`config.mk`:
```
export PLATFORM = sky130hd
export DESIGN_NAME = gat_layer_sequencer_flat
export DESIGN_NICKNAME = d
export VERILOG_FILES = /design/src/rtl/gat_layer_sequencer_if.sv /design/src/rtl/gat_layer_sequencer.sv /design/src/flat_wrapper.sv
export SDC_FILE = /design/constraint.sdc
export NUM_CORES = 1
export LEC_CHECK = 0
export CORE_ASPECT_RATIO = 0.9
export CORE_MARGIN = 1
export CORE_UTILIZATION = 49
export DETAILED_ROUTE_END_ITERATION = 7
export GPL_TIMING_DRIVEN = 1
export MAX_ROUTING_LAYER = met4
export PLACE_DENSITY = 0.86
export SLEW_MARGIN = 40
export SYNTH_ARGS = -nofsm -noshare
export SYNTH_HDL_FRONTEND = slang
export SYNTH_SLANG_ARGS = --single-unit
```
`constraint.sdc`:
```
create_clock -name clk -period 2.43 [get_ports clk]
set_input_delay 0.729 -clock clk [delete_from_list [all_inputs] [get_ports clk]]
set_output_delay 0.729 -clock clk [all_outputs]
set_load 0.01 [all_outputs]
```
`src/rtl/gat_layer_sequencer_if.sv`:
```
// Feature read/stream bundle between the layer sequencer and the feature BRAM / stream sink.
interface gat_layer_sequencer_if #(
    parameter int DATA_WIDTH  = 8,
    parameter int FEAT_ADDR_W = 18
);
    logic [FEAT_ADDR_W-1:0] feat_bram_addrb;
    logic [31:0]            feat_bram_dout;
    logic [DATA_WIDTH-1:0]  feat_tdata;
    logic                   feat_tvalid;
    logic                   feat_tlast;
    logic                   feat_tready;

    modport master (
        output feat_bram_addrb, feat_tdata, feat_tvalid, feat_tlast,
        input  feat_bram_dout, feat_tready
    );

    modport slave (
        input  feat_bram_addrb, feat_tdata, feat_tvalid, feat_tlast,
        output feat_bram_dout, feat_tready
    );
endinterface

```
`src/rtl/gat_layer_sequencer.sv`:
```
// Steps gat_top through NUM_LAYERS layers: gathers BRAM-load completions, waits for gat_ready,
// then streams the layer's new-feature BRAM out one element per handshake.
module gat_layer_sequencer #(
    parameter int NUM_LAYERS  = 2,
    parameter int DATA_WIDTH  = 8,
    parameter int FEAT_DEPTH  = 43328,
    parameter int FEAT_ADDR_W = 18,
    parameter int RD_LAT      = 2,
    parameter int TIMEOUT_CYC = 2**26
) (
    input  logic        clk,
    input  logic        rst_n,
    input  logic        cfg_start,
    input  logic        cfg_abort,
    input  logic        h_data_load_done_i,
    input  logic        h_node_info_load_done_i,
    input  logic        wgt_load_done_i,
    input  logic        gat_ready,
    gat_layer_sequencer_if.master feat,
    output logic        gat_layer,
    output logic        h_data_bram_load_done,
    output logic        h_node_info_bram_load_done,
    output logic        wgt_bram_load_done,
    output logic        layer_done,
    output logic        busy,
    output logic        timeout_err,
    output logic [31:0] run_cycles
);
    localparam int KW      = (FEAT_DEPTH > 1) ? $clog2(FEAT_DEPTH) : 1;
    localparam int LW      = $clog2(RD_LAT + 1);
    localparam int LAYER_W = (NUM_LAYERS > 1) ? $clog2(NUM_LAYERS) : 1;
    localparam logic [KW-1:0]      LAST_K     = KW'(FEAT_DEPTH - 1);
    localparam logic [LAYER_W-1:0] LAST_LAYER = LAYER_W'(NUM_LAYERS - 1);
    localparam logic [31:0]        TIMEOUT_LAST = 32'(TIMEOUT_CYC - 1);

    typedef enum logic [2:0] {
        S_IDLE,
        S_LOAD,
        S_RUN,
        S_DRAIN,
        S_NEXT,
        S_DONE
    } state_t;

    state_t             state;
    logic               gat_ready_q;
    logic               gat_ready_rise;
    logic               fetching;
    logic [LW-1:0]      lat_cnt;
    logic [KW-1:0]      word_idx;
    logic [LAYER_W-1:0] layer;
    logic               h_next;
    logic               n_next;
    logic               w_next;
    logic               unused_dout_hi;

    assign gat_ready_rise = gat_ready & ~gat_ready_q;
    assign gat_layer      = layer[0];
    assign h_next         = h_data_bram_load_done | h_data_load_done_i;
    assign n_next         = h_node_info_bram_load_done | h_node_info_load_done_i;
    assign w_next         = wgt_bram_load_done | wgt_load_done_i;
    assign unused_dout_hi = ^feat.feat_bram_dout[31:DATA_WIDTH];

    always_ff @(posedge clk or negedge rst_n) begin
        if (!rst_n) begin
            state                      <= S_IDLE;
            gat_ready_q                <= 1'b0;
            fetching                   <= 1'b0;
            lat_cnt                    <= '0;
            word_idx                   <= '0;
            layer                      <= '0;
            h_data_bram_load_done      <= 1'b0;
            h_node_info_bram_load_done <= 1'b0;
            wgt_bram_load_done         <= 1'b0;
            layer_done                 <= 1'b0;
            busy                       <= 1'b0;
            timeout_err                <= 1'b0;
            run_cycles                 <= '0;
            feat.feat_bram_addrb       <= '0;
            feat.feat_tdata            <= '0;
            feat.feat_tvalid           <= 1'b0;
            feat.feat_tlast            <= 1'b0;
        end else begin
            gat_ready_q <= gat_ready;
            layer_done  <= 1'b0;
            // Abort wins over everything, including a start in the same cycle.
            if (cfg_abort) begin
                state                      <= S_IDLE;
                fetching                   <= 1'b0;
                lat_cnt                    <= '0;
                word_idx                   <= '0;
                layer                      <= '0;
                h_data_bram_load_done      <= 1'b0;
                h_node_info_bram_load_done <= 1'b0;
                wgt_bram_load_done         <= 1'b0;
                busy                       <= 1'b0;
                run_cycles                 <= '0;
                feat.feat_bram_addrb       <= '0;
                feat.feat_tdata            <= '0;
                feat.feat_tvalid           <= 1'b0;
                feat.feat_tlast            <= 1'b0;
            end else begin
                case (state)
                    S_IDLE: begin
                        if (cfg_start) begin
                            state       <= S_LOAD;
                            busy        <= 1'b1;
                            timeout_err <= 1'b0;
                            layer       <= '0;
                        end
                    end
                    S_LOAD: begin
                        h_data_bram_load_done      <= h_next;
                        h_node_info_bram_load_done <= n_next;
                        wgt_bram_load_done         <= w_next;
                        if (h_next && n_next && w_next) begin
                            state      <= S_RUN;
                            run_cycles <= '0;
                        end
                    end
                    S_RUN: begin
                        if (run_cycles != 32'hFFFF_FFFF) begin
                            run_cycles <= run_cycles + 32'd1;
                        end
                        if (gat_ready_rise) begin
                            state                <= S_DRAIN;
                            word_idx             <= '0;
                            lat_cnt              <= '0;
                            fetching             <= 1'b1;
                            feat.feat_bram_addrb <= '0;
                        end else if (run_cycles == TIMEOUT_LAST) begin
                            state                      <= S_DONE;
                            timeout_err                <= 1'b1;
                            h_data_bram_load_done      <= 1'b0;
                            h_node_info_bram_load_done <= 1'b0;
                            wgt_bram_load_done         <= 1'b0;
                        end
                    end
                    S_DRAIN: begin
                        // Either waiting out the BRAM read latency or holding a word for the sink.
                        if (fetching) begin
                            if (lat_cnt == LW'(RD_LAT)) begin
                                feat.feat_tdata  <= feat.feat_bram_dout[DATA_WIDTH-1:0];
                                feat.feat_tvalid <= 1'b1;
                                feat.feat_tlast  <= (word_idx == LAST_K);
                                fetching         <= 1'b0;
                            end else begin
                                lat_cnt <= lat_cnt + LW'(1);
                            end
                        end else if (feat.feat_tready) begin
                            feat.feat_tvalid <= 1'b0;
                            feat.feat_tlast  <= 1'b0;
                            if (word_idx == LAST_K) begin
                                state                      <= S_NEXT;
                                word_idx                   <= '0;
                                feat.feat_bram_addrb       <= '0;
                                layer_done                 <= 1'b1;
                                h_data_bram_load_done      <= 1'b0;
                                h_node_info_bram_load_done <= 1'b0;
                                wgt_bram_load_done         <= 1'b0;
                            end else begin
                                word_idx             <= word_idx + KW'(1);
                                feat.feat_bram_addrb <= FEAT_ADDR_W'({word_idx + KW'(1), 2'b00});
                                fetching             <= 1'b1;
                                lat_cnt              <= '0;
                            end
                        end
                    end
                    S_NEXT: begin
                        if (layer == LAST_LAYER) begin
                            layer <= '0;
                            state <= S_DONE;
                        end else begin
                            layer <= layer + LAYER_W'(1);
                            state <= S_LOAD;
                        end
                    end
                    S_DONE: begin
                        state <= S_IDLE;
                        busy  <= 1'b0;
                    end
                    default: state <= S_IDLE;
                endcase
            end
        end
    end
endmodule

```
`src/flat_wrapper.sv`:
```
// flat-port wrapper written by rule: the top's interface ports become plain ports
module gat_layer_sequencer_flat 
#(
    parameter int NUM_LAYERS  = 2,
    parameter int DATA_WIDTH  = 8,
    parameter int FEAT_DEPTH  = 43328,
    parameter int FEAT_ADDR_W = 18,
    parameter int RD_LAT      = 2,
    parameter int TIMEOUT_CYC = 2**26
)
  (clk, rst_n, cfg_start, cfg_abort, h_data_load_done_i, h_node_info_load_done_i, wgt_load_done_i, gat_ready, gat_layer, h_data_bram_load_done, h_node_info_bram_load_done, wgt_bram_load_done, layer_done, busy, timeout_err, run_cycles, feat_feat_bram_addrb, feat_feat_tdata, feat_feat_tvalid, feat_feat_tlast, feat_feat_bram_dout, feat_feat_tready);
  gat_layer_sequencer_if #(.DATA_WIDTH(DATA_WIDTH), .FEAT_ADDR_W(FEAT_ADDR_W)) feat_i ();
  input  logic clk;
  input  logic rst_n;
  input  logic cfg_start;
  input  logic cfg_abort;
  input  logic h_data_load_done_i;
  input  logic h_node_info_load_done_i;
  input  logic wgt_load_done_i;
  input  logic gat_ready;
  output logic gat_layer;
  output logic h_data_bram_load_done;
  output logic h_node_info_bram_load_done;
  output logic wgt_bram_load_done;
  output logic layer_done;
  output logic busy;
  output logic timeout_err;
  output logic [31:0] run_cycles;
  output wire logic [$bits(feat_i.feat_bram_addrb)-1:0] feat_feat_bram_addrb;
  output wire logic [$bits(feat_i.feat_tdata)-1:0] feat_feat_tdata;
  output wire logic [$bits(feat_i.feat_tvalid)-1:0] feat_feat_tvalid;
  output wire logic [$bits(feat_i.feat_tlast)-1:0] feat_feat_tlast;
  input wire logic [$bits(feat_i.feat_bram_dout)-1:0] feat_feat_bram_dout;
  input wire logic [$bits(feat_i.feat_tready)-1:0] feat_feat_tready;
  assign feat_feat_bram_addrb = feat_i.feat_bram_addrb;
  assign feat_feat_tdata = feat_i.feat_tdata;
  assign feat_feat_tvalid = feat_i.feat_tvalid;
  assign feat_feat_tlast = feat_i.feat_tlast;
  assign feat_i.feat_bram_dout = feat_feat_bram_dout;
  assign feat_i.feat_tready = feat_feat_tready;
  gat_layer_sequencer #(.NUM_LAYERS(NUM_LAYERS), .DATA_WIDTH(DATA_WIDTH), .FEAT_DEPTH(FEAT_DEPTH), .FEAT_ADDR_W(FEAT_ADDR_W), .RD_LAT(RD_LAT), .TIMEOUT_CYC(TIMEOUT_CYC)) u_core (.clk(clk), .rst_n(rst_n), .cfg_start(cfg_start), .cfg_abort(cfg_abort), .h_data_load_done_i(h_data_load_done_i), .h_node_info_load_done_i(h_node_info_load_done_i), .wgt_load_done_i(wgt_load_done_i), .gat_ready(gat_ready), .feat(feat_i), .gat_layer(gat_layer), .h_data_bram_load_done(h_data_bram_load_done), .h_node_info_bram_load_done(h_node_info_bram_load_done), .wgt_bram_load_done(wgt_bram_load_done), .layer_done(layer_done), .busy(busy), .timeout_err(timeout_err), .run_cycles(run_cycles));
endmodule
```
==> flow_summary.json <==
{
  "syn_area_mm2": 0.00407,
  "drc": 6,
  "synth_ff_type": "dfrtp_1",
  "power.leakage_nw": 2.35,
  "clock-sinks": 72,
  "clk_pin_slew_ns": 0.07,
  "max_freq_ghz": 0.432,
  "ys_types": 63,
  "rr_worst_depth": 7,
  "cpLargestDelayFamily": "simple AND/OR/NAND/NOR gates",
  "ys_seq_elements": 72,
  "drv_slew": 0,
  "syn_to_final_growth_pct": 34.9,
  "required_ns": 2.71,
  "post_cts_buffers": 0,
  "grt_pass1_vias": 3958,
  "async_flop_share_pct": 100,
  "fin_crit_ns": 2.31,
  "placed_cells": 645,
  "place.gp.congestion": 0.941,
  "htree_levels": 3,
  "path_buf_inv": 2,
  "coreArea_mm2": 0.00803,
  "synth_enable_flop_cells": 0,
  "die_h_um": 88.4,
  "reg2reg_from": "u_core.run_cycles[0]",
  "power_density_mw_per_mm2": 475,
  "max-slew-margin-rel_pct": 51.1,
  "finClkSkew_ns": 0.00935,
  "numCtsBuffers": 9,
  "port_buffers": 81,
  "wl_per_cell_um": 18.2,
  "clock-root-buffer": "clkbuf_8",
  "grt_max_degree": 73,
  "cts_buffer_depth": 2,
  "worst_setup_path_end_kind": "flop",
  "gr-usage-all-layers_pct": 28.6,
  "critPathSlowestCell": "clkdlybuf4s50_1",
  "rrSetupSlack_ns": 0.14,
  "whs_ns": 0.384,
  "synth_area_leaders": "dfrtp_1, nor2_1, nand3_1",
  "crit_type": "in2reg",
  "grt_pass1_wl_mm": 19.0,
  "vias": 4180,
  "reg2reg_to": "u_core.run_cycles[27]",
  "violations": "DRC",
  "yosys_warnings": 0,
  "hpwl_mm": 8.24,
  "diodes": 0,
  "cp_cell_sequence": "clkdlybuf4s50_1 -> or3b_4 -> a21oi_2 -> buf_4 -> o2111ai_1 -> or3_1 -> a21oi_1",
  "rsz0062_at_grt": "false",
  "clk_latency_ns": 0.36,
  "fin_util_pct": 68.3,
  "die_w_um": 98.0,
  "core.rowCount": 31,
  "antenna_found_initial": 0,
  "maxCapViolCount": 0,
  "drt_first_pass_iters": 8,
  "hold_path.class": "in2async",
  "vdd_drop_max_uv": 262,
  "fill_cells": 617,
  "synth_top_cell_area_share_pct": 44.3,
  "layout.cells.non_filler": 661,
  "slowest_delay_ns": 0.49,
  "run_status": "finished with violations",
  "initial_utilization_pct": 50.6,
  "syn_inst": 444,
  "wirelength_mm": 12.1,
  "layout_common_cells": "clkdlybuf4s50_1, dfrtp_1, buf_4, nor2_1, nand2_1",
  "synth.avg_cell_area_um2": 9.16,
  "setup_viol": 0,
  "period_share_pct": 95.3,
  "final_nets": 601,
  "mostFrequentLayoutCell": "clkdlybuf4s50_1",
  "ys_seq_area_share_pct": 44.3,
  "startpoint_type": "input pin",
  "final_layout_size_suffix_gt1_share_pct": 14.1,
  "drt_iter0_markers": 465,
  "cts_tree": "done",
  "grt-ovfl-total": 0,
  "worst_slew_pin_slew_ns": 0.730,
  "yosysTopAreaCell": "dfrtp_1",
  "crit_arrival_ns": 2.60,
  "die_area_mm2": 0.00867,
  "crit_fanout": 4,
  "hold_violations": 0,
  "viasPerCell": 6.32,
  "io_pins": 108,
  "ant_nets": 0,
  "fin_tns_setup_ns": 0
}
==> per-layer routing <==
layer	up-vias	track usage [%]	wire length [µm]
met5	-	-	0
met4	0	13.1	266
met3	29	5.69	777
met2	192	45.9	5900
met1	2037	35.4	5110
li1	1922	-	-
==> worst max path at each step <==
stage                          start                               to  cells after the start
2_1_floorplan  u_core.run_cycles[10]            u_core.run_cycles[20]                      7
3_3_place_gp               gat_ready  u_core.feat.feat_bram_addrb[17]                      7
3_5_place_dp               gat_ready  u_core.feat.feat_bram_addrb[17]                      7
4_1_cts                    gat_ready  u_core.feat.feat_bram_addrb[17]                      7
5_1_grt        u_core.run_cycles[10]            u_core.run_cycles[27]                      6
6_report                   gat_ready  u_core.feat.feat_bram_addrb[17]                      7
==> sequential cells by signal, summed over array words and instances, names as in the netlist, 2 cells and up <==
name,flops
u_core.feat.feat_bram_addrb,16
u_core.feat.feat_tdata,8
u_core.state,3
u_core.run_cycles,32
u_core.lat_cnt,2
==> stage by stage <==
stage	power (mW)	cell area [µm²]	setup slack, ns
2_1_floorplan	1.46	4070	0.199
3_3_place_gp	1.63	5260	-0.306
3_5_place_dp	1.64	5260	-0.329
4_1_cts	2.61	5460	0.0175
5_1_grt	2.71	5490	0.00276
6_report	2.61	5490	0.115
==> repair_timing <==
item | 4_1_cts | 5_1_grt
hold buffers | 0 | 0
hold endpoints to repair | 0 | 0
gates resized for setup | 0 | 7
endpoints found under the setup margin | 0 | 22
==> cell usage after synthesis, types with 4 or more instances <==
cell type / instances
a211o_1: 8
a21oi_1: 19
a22o_1: 8
a31oi_1: 11
and3_1: 17
and4_1: 5
buf_2: 5
clkbuf_1: 14
dfrtp_1: 72
inv_1: 12
nand2_1: 32
nand2b_1: 7
nand3_1: 26
nand4_1: 12
nor2_1: 39
nor3_1: 19
nor3b_1: 4
nor4_1: 6
o211ai_1: 12
o21ai_0: 24
o31ai_1: 16
or3_1: 8
xor2_1: 8
==> final cells by class <==
class	instances	area, µm²	area share (%)
inverter	12	45.0	0.821
multi-input combinational	339	2170	39.6
tap	99	124	2.26
clock buffer	13	159	2.90
clock inverter	3	40.0	0.730
timing repair buffer	123	1150	20.9
sequential	72	1800	32.8
==> power breakdown <==
| part | total (mW) | switching [mW] | internal (mW) |
|---|---|---|---|
| Clock | 0.978 | 0.450 | 0.528 |
| Sequential | 1.26 | 0.0319 | 1.22 |
| Combinational | 0.375 | 0.215 | 0.160 |
| Total | 2.61 | 0.697 | 1.91 |
==> logic make-up after synthesis <==
kind of cell | Yosys count | synth area share [%]
AOI/OAI and AO/OA | 121 | 20.4
xor gates and xnor gates | 8 | 1.72
adders and majority gates | 3 | 0.923
buffers and inverters | 34 | 3.48
DFF | 72 | 44.3
muxes | 5 | 1.29
other | 1 | 0.0922
and+or+nand+nor | 200 | 27.8
==> worst register-to-register path, delay by kind of cell (launching register included) <==
family,cells,cell delay (ns)
adder cells (fa/ha/maj),1,0.24
buffers and inverters,1,0.21
flip-flops,1,0.42
AND/OR/NAND/NOR,4,1.22
AO/OA/AOI/OAI,1,0.06
Power figures use the tool's default switching activity.
